<file path="src/rtl/matrix_out_if.sv">
// matrix_out_if: valid/ready element stream carrying one matrix element per beat
//   m_data  element value        m_valid  beat valid
//   m_ready sink accepts beat    m_last   final element of the frame
//   m_index element index row*N+col
interface matrix_out_if #(
    parameter int ELEM_W = 8
) ();
    logic [ELEM_W-1:0] m_data;
    logic              m_valid;
    logic              m_ready;
    logic              m_last;
    logic [3:0]        m_index;
    modport master (output m_data, m_valid, m_last, m_index, input m_ready);
    modport slave (input m_data, m_valid, m_last, m_index, output m_ready);
endinterface

</file>
<file path="src/rtl/matrix_out_unloader.sv">
// matrix_out_unloader: captures the inverter result on a rising done edge and streams it row-major
//   clk, rst   clock, synchronous active-high reset
//   done_in    inverter done level; only a 0->1 transition starts a frame
//   matrix_in  packed result, element e at [e*ELEM_W +: ELEM_W]
//   m          element stream (master side)
//   busy       frame in flight
//   overflow   sticky: a done edge arrived mid-frame and was dropped; ovf_clr clears it
//   frame_cnt  completed frames, wraps
module matrix_out_unloader #(
    parameter int N      = 3,
    parameter int ELEM_W = 8
) (
    input  logic                    clk,
    input  logic                    rst,
    input  logic                    done_in,
    input  logic [N*N*ELEM_W-1:0]   matrix_in,
    matrix_out_if.master            m,
    output logic                    busy,
    output logic                    overflow,
    input  logic                    ovf_clr,
    output logic [7:0]              frame_cnt
);
    localparam logic [3:0] LAST = 4'(N*N-1);
    typedef enum logic {IDLE, SEND} state_t;
    state_t            state, state_d;
    logic [3:0]        idx, idx_d;
    logic [ELEM_W-1:0] sh [N*N];
    logic              done_q, ev, hs, fin, cap, ovf_set;
    assign ev  = done_in & ~done_q;
    assign hs  = (state == SEND) & m.m_ready;
    assign fin = hs & (idx == LAST);
    // A new frame is accepted when idle or exactly on the final handshake (back-to-back).
    always_comb begin
        cap     = ev & ((state == IDLE) | fin);
        ovf_set = ev & (state == SEND) & ~fin;
        state_d = cap ? SEND : fin ? IDLE : state;
        idx_d   = (cap | fin) ? 4'd0 : hs ? idx + 4'd1 : idx;
    end
    always_ff @(posedge clk) begin
        if (rst) begin
            state     <= IDLE;
            idx       <= 4'd0;
            done_q    <= 1'b0;
            overflow  <= 1'b0;
            frame_cnt <= 8'd0;
            for (int e = 0; e < N*N; e++) sh[e] <= '0;
        end else begin
            state     <= state_d;
            idx       <= idx_d;
            done_q    <= done_in;
            overflow  <= ovf_set ? 1'b1 : ovf_clr ? 1'b0 : overflow;
            frame_cnt <= frame_cnt + {7'd0, fin};
            if (cap)
                for (int e = 0; e < N*N; e++) sh[e] <= matrix_in[e*ELEM_W +: ELEM_W];
        end
    end
    assign busy      = state == SEND;
    assign m.m_valid = busy;
    assign m.m_data  = sh[idx];
    assign m.m_index = idx;
    assign m.m_last  = busy & (idx == LAST);
endmodule

</file>
<file path="src/flat_wrapper.sv">
// flat-port wrapper written by rule: the top's interface ports become plain ports
module matrix_out_unloader_flat 
#(
    parameter int N      = 3,
    parameter int ELEM_W = 8
)
  (clk, rst, done_in, matrix_in, busy, overflow, ovf_clr, frame_cnt, m_m_data, m_m_valid, m_m_last, m_m_index, m_m_ready);
  matrix_out_if #(.ELEM_W(ELEM_W)) m_i ();
  input  logic clk;
  input  logic rst;
  input  logic done_in;
  input  logic [N*N*ELEM_W-1:0] matrix_in;
  output logic busy;
  output logic overflow;
  input  logic ovf_clr;
  output logic [7:0] frame_cnt;
  output wire logic [$bits(m_i.m_data)-1:0] m_m_data;
  output wire logic [$bits(m_i.m_valid)-1:0] m_m_valid;
  output wire logic [$bits(m_i.m_last)-1:0] m_m_last;
  output wire logic [$bits(m_i.m_index)-1:0] m_m_index;
  input wire logic [$bits(m_i.m_ready)-1:0] m_m_ready;
  assign m_m_data = m_i.m_data;
  assign m_m_valid = m_i.m_valid;
  assign m_m_last = m_i.m_last;
  assign m_m_index = m_i.m_index;
  assign m_i.m_ready = m_m_ready;
  matrix_out_unloader #(.N(N), .ELEM_W(ELEM_W)) u_core (.clk(clk), .rst(rst), .done_in(done_in), .matrix_in(matrix_in), .m(m_i), .busy(busy), .overflow(overflow), .ovf_clr(ovf_clr), .frame_cnt(frame_cnt));
endmodule
</file>
<file path="config.mk">
export PLATFORM = sky130hd
export DESIGN_NAME = matrix_out_unloader_flat
export DESIGN_NICKNAME = d
export VERILOG_FILES = /design/src/rtl/matrix_out_if.sv /design/src/rtl/matrix_out_unloader.sv /design/src/flat_wrapper.sv
export SDC_FILE = /design/constraint.sdc
export NUM_CORES = 1
export LEC_CHECK = 0
export CAP_MARGIN = 20
export CORE_MARGIN = 1
export CORE_UTILIZATION = 24
export CTS_BUF_LIST = sky130_fd_sc_hd__clkbuf_2 sky130_fd_sc_hd__clkbuf_4 sky130_fd_sc_hd__clkbuf_8
export CTS_CLUSTER_SIZE = 24
export DETAILED_ROUTE_END_ITERATION = 10
export GPL_ROUTABILITY_DRIVEN = 0
export PLACE_DENSITY = 0.5
export RECOVER_POWER = 100
export SETUP_SLACK_MARGIN = 0.5
export SLEW_MARGIN = 25
export SYNTH_ARGS = -nofsm -noshare
export SYNTH_HDL_FRONTEND = slang
export SYNTH_SLANG_ARGS = --single-unit
</file>
<file path="constraint.sdc">
create_clock -name clk -period 4.7 [get_ports clk]
set_clock_uncertainty 0.2 [all_clocks]
set_input_delay 1.175 -clock clk [delete_from_list [all_inputs] [get_ports clk]]
set_output_delay 1.175 -clock clk [all_outputs]
set_load 0.02 [all_outputs]
</file>
== Word level (Yosys, flattened, before mapping) ==
Memories as Yosys holds them, arrays and structs flattened. A register that Yosys moved wholly into a read port is not among the register bits.
Index checks and enable logic that the tools add are counted.

* Bits in registers: 15
* RAM bits: 72
* Input port bits: 77
* Output and inout bits: 24
* Word-level logic and storage cells: 53
* Memories: 1

{| class="wikitable"
|+ Memory list
! name !! words !! width !! rd ports !! clocked after memory_dff !! write ports !! RTL line !! RTL
|-
| u_core.sh || 9 || 8 || 1 || 1 || 9 || matrix_out_unloader.sv:27 || <nowiki>logic [ELEM_W-1:0] sh [N*N];</nowiki>
|}

* Add/sub/neg operators: 2
* Equality and inequality tests: 1
* Muxes and demuxes: 20
* Bitwise gates (word level): 21
* Reduce and logical (&&, ||, !) cells: 3

{| class="wikitable"
|+ Operator list
! cell !! count
|-
| 8-bit 2-to-1 mux || 9
|-
| 1-bit bitwise OR || 11
|-
| 1-bit 2-to-1 mux || 9
|-
| 8-bit by 1-bit adder with 8-bit output || 1
|-
| 4-bit 2-to-1 mux || 2
|-
| 1-bit AND || 7
|-
| 4-bit by 1-bit adder with 4-bit output (second input constant) || 1
|-
| 4-bit == test (second input constant) || 1
|-
| 2-bit nonzero test || 2
|-
| 1-bit inverter || 3
|-
| 2-bit OR reduction || 1
|}

== Logic depth before layout (Yosys ltp) ==
Gate-level depths: netlist of run 1.

* Word-level depth: 8
* Mapped depth: 8
* Gate-level depth less buffers: 8

== Worst setup path before layout of run 1 ==
OpenSTA, ideal clock, no wires.

* Path kind: input port to flip-flop
* Start: input m_m_ready
* End: memory u_core.sh[0][0], enable pin
* Library setup time: 0.429 ns
* Arrival time: 3.143 ns
* Required time: 4.071 ns
* Path slack: 0.929 ns
* Cell stages on the path: 4
* Path buffers: 1
* Path through: buf_2 nand4b_2 nand2_1 a21o_1

{| class="wikitable"
|+ RTL lines
! element !! RTL line !! RTL
|-
| from (decl) || flat_wrapper.sv:21 || <nowiki>input wire logic [$bits(m_i.m_ready)-1:0] m_m_ready;</nowiki>
|-
| to (decl) || matrix_out_unloader.sv:27 ||
|}

==> results of run 1 <==
-- tightest hold or removal path: cells and delay by family, from the launching register on --
kind	cells	cell delay, ns
flip-flops	1	0.33
AND/OR/NAND/NOR	1	0.07
AO/OA/AOI/OAI	1	0.06
-- stage by stage --
step           hold WS, ns  instances  worst slack (ns)  area [sq um]
3_5_place_dp         0.295        621             0.960          5300
2_1_floorplan        0.406        314             0.929          4090
6_report             0.300        637             0.572          5460
5_1_grt              0.345        637             0.381          5460
3_3_place_gp         0.287        621              1.05          5300
4_1_cts              0.315        637             0.552          5500
-- power by group through the flow --
| stage | registers (W) | logic (W) | clock network (W) |
|---|---|---|---|
| 6_report | 0.000946 | 0.000191 | 0.000535 |
| 5_1_grt | 0.000953 | 0.000207 | 0.000585 |
| 4_1_cts | 0.000946 | 0.000204 | 0.000548 |
| 3_5_place_dp | 0.000963 | 0.000203 | 0 |
| 3_3_place_gp | 0.000965 | 0.000199 | 0 |
| 2_1_floorplan | 0.000955 | 0.000100 | 0 |
-- Yosys cell counts (all sizes together) (3+ instances only) --
library cell	n
and2	72
edfxtp	72
nand2	20
dfxtp	19
mux2	16
mux2i	16
nor2	10
clkbuf	9
o21ai	9
buf	8
a21oi	6
xnor2	6
a22oi	5
inv	5
o221ai	5
xor2	4
a221o	3
ha	3
nand2b	3
nor2b	3
o22ai	3
-- logic make-up (layout without fill, tap and decap cells) --
family                   Yosys count  in the layout  share of synthesized area [%]
multiplexers                      32             32                           8.32
flip-flops                        91             91                           62.1
adder cells (fa/ha/maj)            3              3                          0.917
buffers and inverters             22            125                           3.18
AO/OA/AOI/OAI                     34             34                           5.90
XOR/XNOR                          10             10                           2.14
AND/OR/NAND/NOR                  122            122                           17.4
-- routing by layer --
metal | vias up | wire length [um] | track usage, %
li1 | 1315 | - | -
met1 | 1267 | 4220 | 14.0
met2 | 71 | 4950 | 20.2
met3 | 13 | 449 | 3.14
met4 | 0 | 168 | 4.79
met5 | - | 0 | 0
-- worst max-delay path by stage --
stage	startpoint	end	slack (ns)	depth (start not counted)
6_report	register	m_m_data[3]	0.57	6
5_1_grt	register	m_m_data[3]	0.38	6
4_1_cts	register	m_m_data[3]	0.55	6
3_5_place_dp	register	m_m_data[3]	0.96	6
3_3_place_gp	register	m_m_data[0]	1.05	5
2_1_floorplan	m_m_ready	u_core.sh[0][0]	0.93	4
-- state kept, by name, summed over array words and instances (netlist names), named ones only --
| name | count |
|---|---|
| u_core.busy | 1 |
| u_core.m.m_index | 4 |
| u_core.done_q | 1 |
| u_core.overflow | 1 |
| u_core.sh | 72 |
| u_core.frame_cnt | 8 |
-- cell usage in the layout, fill, tap and decap left out, types with 2 or more instances in the layout --
master,instances
and2_0,54
nand2_1,20
and2_1,18
nor2_1,10
clkbuf_8,9
mux2i_1,16
xnor2_1,6
nor4_1,2
xor2_1,4
nand3_1,2
inv_1,5
o21ai_1,8
or3_1,2
clkbuf_1,2
mux2_2,16
clkbuf_4,2
clkdlybuf4s50_1,75
nand2b_1,3
nand4_1,2
ha_1,3
o22ai_1,3
dfxtp_1,18
a21oi_1,6
a221o_1,3
edfxtp_1,72
clkinv_2,2
a22oi_1,5
dlygate4sd3_1,25
nand3b_1,2
nor2b_1,3
o221ai_1,5
-- layout make-up --
class	count	area, sq um
clock buffer	11	139
clock inverter	5	53.8
fill	1661	11200
inverter	5	18.8
multi-input combinational	201	1410
sequential	91	2540
tap	220	275
timing repair buffer	104	1020
==> flow_summary.yaml, run 1 <==
final_layout:
  post-route-util_pct: 32.8
  drive_above_1_share_pct: 9.11
  diodes: 0
  syn_to_final_growth_pct: 33.4
  nets: 492
floorplanning:
  die_h_um: 133
  die_area_sq_um: 17600
  rows: 47
  start_util_pct: 24.6
  core_sq_um: 16600
  die_x_um: 133
  io_pins: 101
grt:
  grt.total_usage_pct: 11.8
  grt_start_max_net_pins: 73
  grt_pass1_vias: 2885
  grt_overflow_total: 0
  antenna_found_initial: 0
  grt_pass1_wl_um: 15300
worst_hold_path:
  hold_end: "u_core.overflow"
  hold_path_class: "reg2reg"
  whs_path_depth: 2
  hp-start: "u_core.overflow"
route:
  vias: 2666
  ant_nets: 0
  vias_per_cell: 4.19
  drc: 0
  drt-total-wl_um: 9790
  dr.pass1.iters: 4
  drtIter0Drc: 126
  wl_per_cell_um: 15.4
critical_path:
  rr_startpoint: "u_core.m.m_index[1]"
  cp.arrival_ns: 2.75
  crit_buf_inv: 2
  critPathTopFamily: "buffers and inverters"
  cp-end-kind: "output port"
  worst_path_largest_cell_delay_ns: 0.72
  cpMaxStageDelayCell: "dfxtp_2"
  crit_chain: "buf_4 -> mux2i_1 -> a22oi_1 -> o221ai_1 -> o21ai_1 -> dlygate4sd3_1"
  rr_worst_depth: 6
  reg2reg_slack_ns: 1.65
  crit_fanout: 23
  worstSetupPathType: "reg2out"
  timing.rr.end: "u_core.sh[7][6]"
  critPathRequiredTime_ns: 3.32
  crit_path_start_kind: "register"
status:
  violations: "max-capacitance violations, max-slew violations"
  outcome: "complete, but fails checks"
power_and_ir_drop:
  clkPwrFrac_pct: 32.0
  internal_power_w: 0.00129
  p_switching_w: 0.000384
  finalPower_w: 0.00167
  leakage_nw: 1.96
  switching_share_pct: 22.9
  peakVddDrop_mv: 0.124
  power_density_nw_per_um2: 306
  seqPwrFrac_pct: 56.6
  pwr-share-comb_pct: 11.4
synth:
  synth_top_area_share_pct: 52.8
  ys.flop_type: "edfxtp_1"
  yosysWarnings: 0
  syn_inst: 314
  syn_nets: 394
  ys_seq_area_share_pct: 62.1
  ys_types: 39
  avgSynthCellArea_sq_um: 13.0
  async_reset_ff_share_pct: 0
  syn_area_sq_um: 4090
  yosys.area.top_type: "edfxtp_1"
  synth_area_leaders: "edfxtp_1 (53%), and2_1 (11%), dfxtp_1 (9.3%)"
  synth_edf_count: 72
  synth_seq_cells: 91
clock_tree:
  cts_buffers: 9
  cts_tree: "done"
  cts_root_buffer: "clkbuf_8"
  postCtsHoldBufs: 0
  ctsResizeCount: 0
  cts_buffer_depth: 2
  clk_pin_slew_worst_paths_ns: 0.08
  post-cts-setup-buffers: 0
  cts_max_level: 3
  insertion_delay_ns: 0.37
  cts.sinks: 91
timing:
  finalCriticalPeriod_ns: 4.13
  min_period_over_period_pct: 87.8
  hold_viol: 0
  setup_viol: 0
  tightestPinTransition_ns: 1.81
  slew-limit-headroom_pct: -20.9
  report.final.slew_viol_count: 73
  tns_ns: 0
  rsz0062_at_grt: "false"
  max_freq_mhz: 242
placement:
  port_buffers: 100
  dpl.hpwl_um: 6950
run:
  maxCapViolCount: 1
Note: power is estimated with default switching activity, not from simulation.
==> run 2, diff against run 1 <==
==> constraint.sdc (replaced) <==
create_clock -name clk -period 4.7 [get_ports clk]
set_clock_uncertainty 0.2 [all_clocks]
set_input_delay 0.94 -clock clk [delete_from_list [all_inputs] [get_ports clk]]
set_output_delay 0.94 -clock clk [all_outputs]
set_load 0.02 [all_outputs]
==> flow_summary.yaml, run 2 (synthesis gave the netlist of run 1 again) <==
final_layout:
  nets: 491
  top_register: "u_core.sh"
  diodes: 0
  fillers: 1652
  largest_register_ffs: 72
  drive_above_1_share_pct: 8.17
  layout_commonest_cell: "clkdlybuf4s50_1"
  final_area_sq_um: 5450
  syn_to_final_growth_pct: 33.3
  layout.cells.non_filler: 636
  mostFrequentLayoutCells: "clkdlybuf4s50_1 (73), edfxtp_1 (72), and2_0 (55)"
clock_tree:
  cts_buffer_depth: 2
  postCtsHoldBufs: 0
  clk_pin_slew_worst_paths_ns: 0.09
  cts_buffers: 9
  post-cts-setup-buffers: 0
  insertion_delay_ns: 0.37
  cts_root_buffer: "clkbuf_8"
  ctsResizeCount: 0
  cts_tree: "done"
  cts_max_level: 3
  cts.sinks: 91
floorplanning:
  die_x_um: 133
  io_pins: 101
  start_util_pct: 24.6
  rows: 47
  die_h_um: 133
  core_sq_um: 16600
  die_area_sq_um: 17600
power_and_ir_drop:
  peakVddDrop_mv: 0.120
  leakage_nw: 1.95
  power_density_nw_per_um2: 302
placement:
  place_area_sq_um: 5280
  dp_cells: 620
  dpl.hpwl_um: 7130
  port_buffers: 100
  place_ws_ns: 1.15
timing:
  slew-limit-headroom_pct: -47.5
  fin_ws_ns: 0.672
  rsz0062_at_grt: "false"
  report.final.slew_viol_count: 73
  setup_viol: 0
  finalCriticalPeriod_ns: 4.03
  hold_viol: 0
  tightestPinTransition_ns: 2.21
  timing.hold.ws_ns: 0.323
  max_freq_mhz: 248
  min_period_over_period_pct: 85.7
  tns_ns: 0
critical_path:
  crit_fanout: 72
  crit_chain: "dlygate4sd3_1 -> nand4b_2 -> a211oi_4 -> clkbuf_1 -> and2_1"
  cp.arrival_ns: 4.05
  critPathRequiredTime_ns: 4.72
  cp-end-kind: "register"
  worst_path_largest_cell_delay_ns: 1.59
  crit_path_start_kind: "input pin"
  cpMaxStageDelayCell: "clkbuf_1"
  worstSetupPathType: "in2reg"
route:
  drc: 0
  dr.pass1.iters: 4
  drt-total-wl_um: 9910
  drtIter0Drc: 148
  vias: 2627
  wl_per_cell_um: 15.6
  vias_per_cell: 4.13
  ant_nets: 0
grt:
  antenna_found_initial: 0
  grt_pass1_vias: 2766
  grt.total_usage_pct: 11.8
  grt_overflow_total: 0
  grt_start_max_net_pins: 73
  grt_pass1_wl_um: 15400
run:
  maxCapViolCount: 1
status:
  violations: "max-capacitance violations, max-slew violations"
  outcome: "complete, but fails checks"
worst_hold_path:
  hold_path_class: "reg2reg"
==> run 2: per-stage QoR <==
stage | power, W | util (%)
final | 0.00164 | 32.8
after global routing | 0.00172 | 32.8
after global placement | 0.00117 | 31.7
after floorplan | 0.00106 | -
after detailed placement | 0.00117 | 31.7
after CTS | 0.00167 | 32.8
==> run 2: critical path, delay by kind of cell <==
kind | cells | cell delay, ns
simple gates | 2 | 0.52
compound gates | 1 | 0.25
buf+inv | 2 | 2.30
==> run 2: power by group <==
part	leakage [nW]	internal (W)	switching, W
clock	0.0915	0.000238	0.000267
sequential	0.925	0.000924	0.0000251
combinational	0.934	0.000108	0.0000822
==> run 2: worst paths after layout <==
kind | start | endpoint | slack (ns) | depth (start not counted)
setup / recovery | m_m_ready | u_core.sh[4][4] | 0.67 | 5
hold / removal | u_core.frame_cnt[7] | u_core.frame_cnt[7] | 0.32 | 2
setup reg to reg | u_core.m.m_index[1] | u_core.sh[4][4] | 1.29 | 6
hold reg to reg | u_core.frame_cnt[7] | u_core.frame_cnt[7] | 0.32 | 2
==> run 2: layer usage <==
metal,GRT usage [%],part of all wire [%],up-vias
met1,13.8,43,1238
met3,3.26,4.9,8
li1,-,-,1311
met2,20.5,51,70
met4,4.41,1.4,0
met5,0,0,-
==> run 2: area by class of cell <==
class                           count  area (sq um)  area share (%)
Inverter                            5          18.8           0.344
Clock buffer                        9           124            2.27
Clock inverter                      7          58.8            1.08
Sequential cell                    91          2540            46.6
Multi-Input combinational cell    201          1420            26.0
Timing Repair Buffer              103          1010            18.6
Tap cell                          220           275            5.05
==> run 3, diff against run 2 <==
--- a/config.mk
+++ b/config.mk
@@ -15,7 +15,6 @@
 export PLACE_DENSITY = 0.5
 export RECOVER_POWER = 100
 export SETUP_SLACK_MARGIN = 0.5
-export SLEW_MARGIN = 25
 export SYNTH_ARGS = -nofsm -noshare
 export SYNTH_HDL_FRONTEND = slang
 export SYNTH_SLANG_ARGS = --single-unit
==> results of run 3 <==
The final DEF is identical to that of run 2; final timing and power are the same.
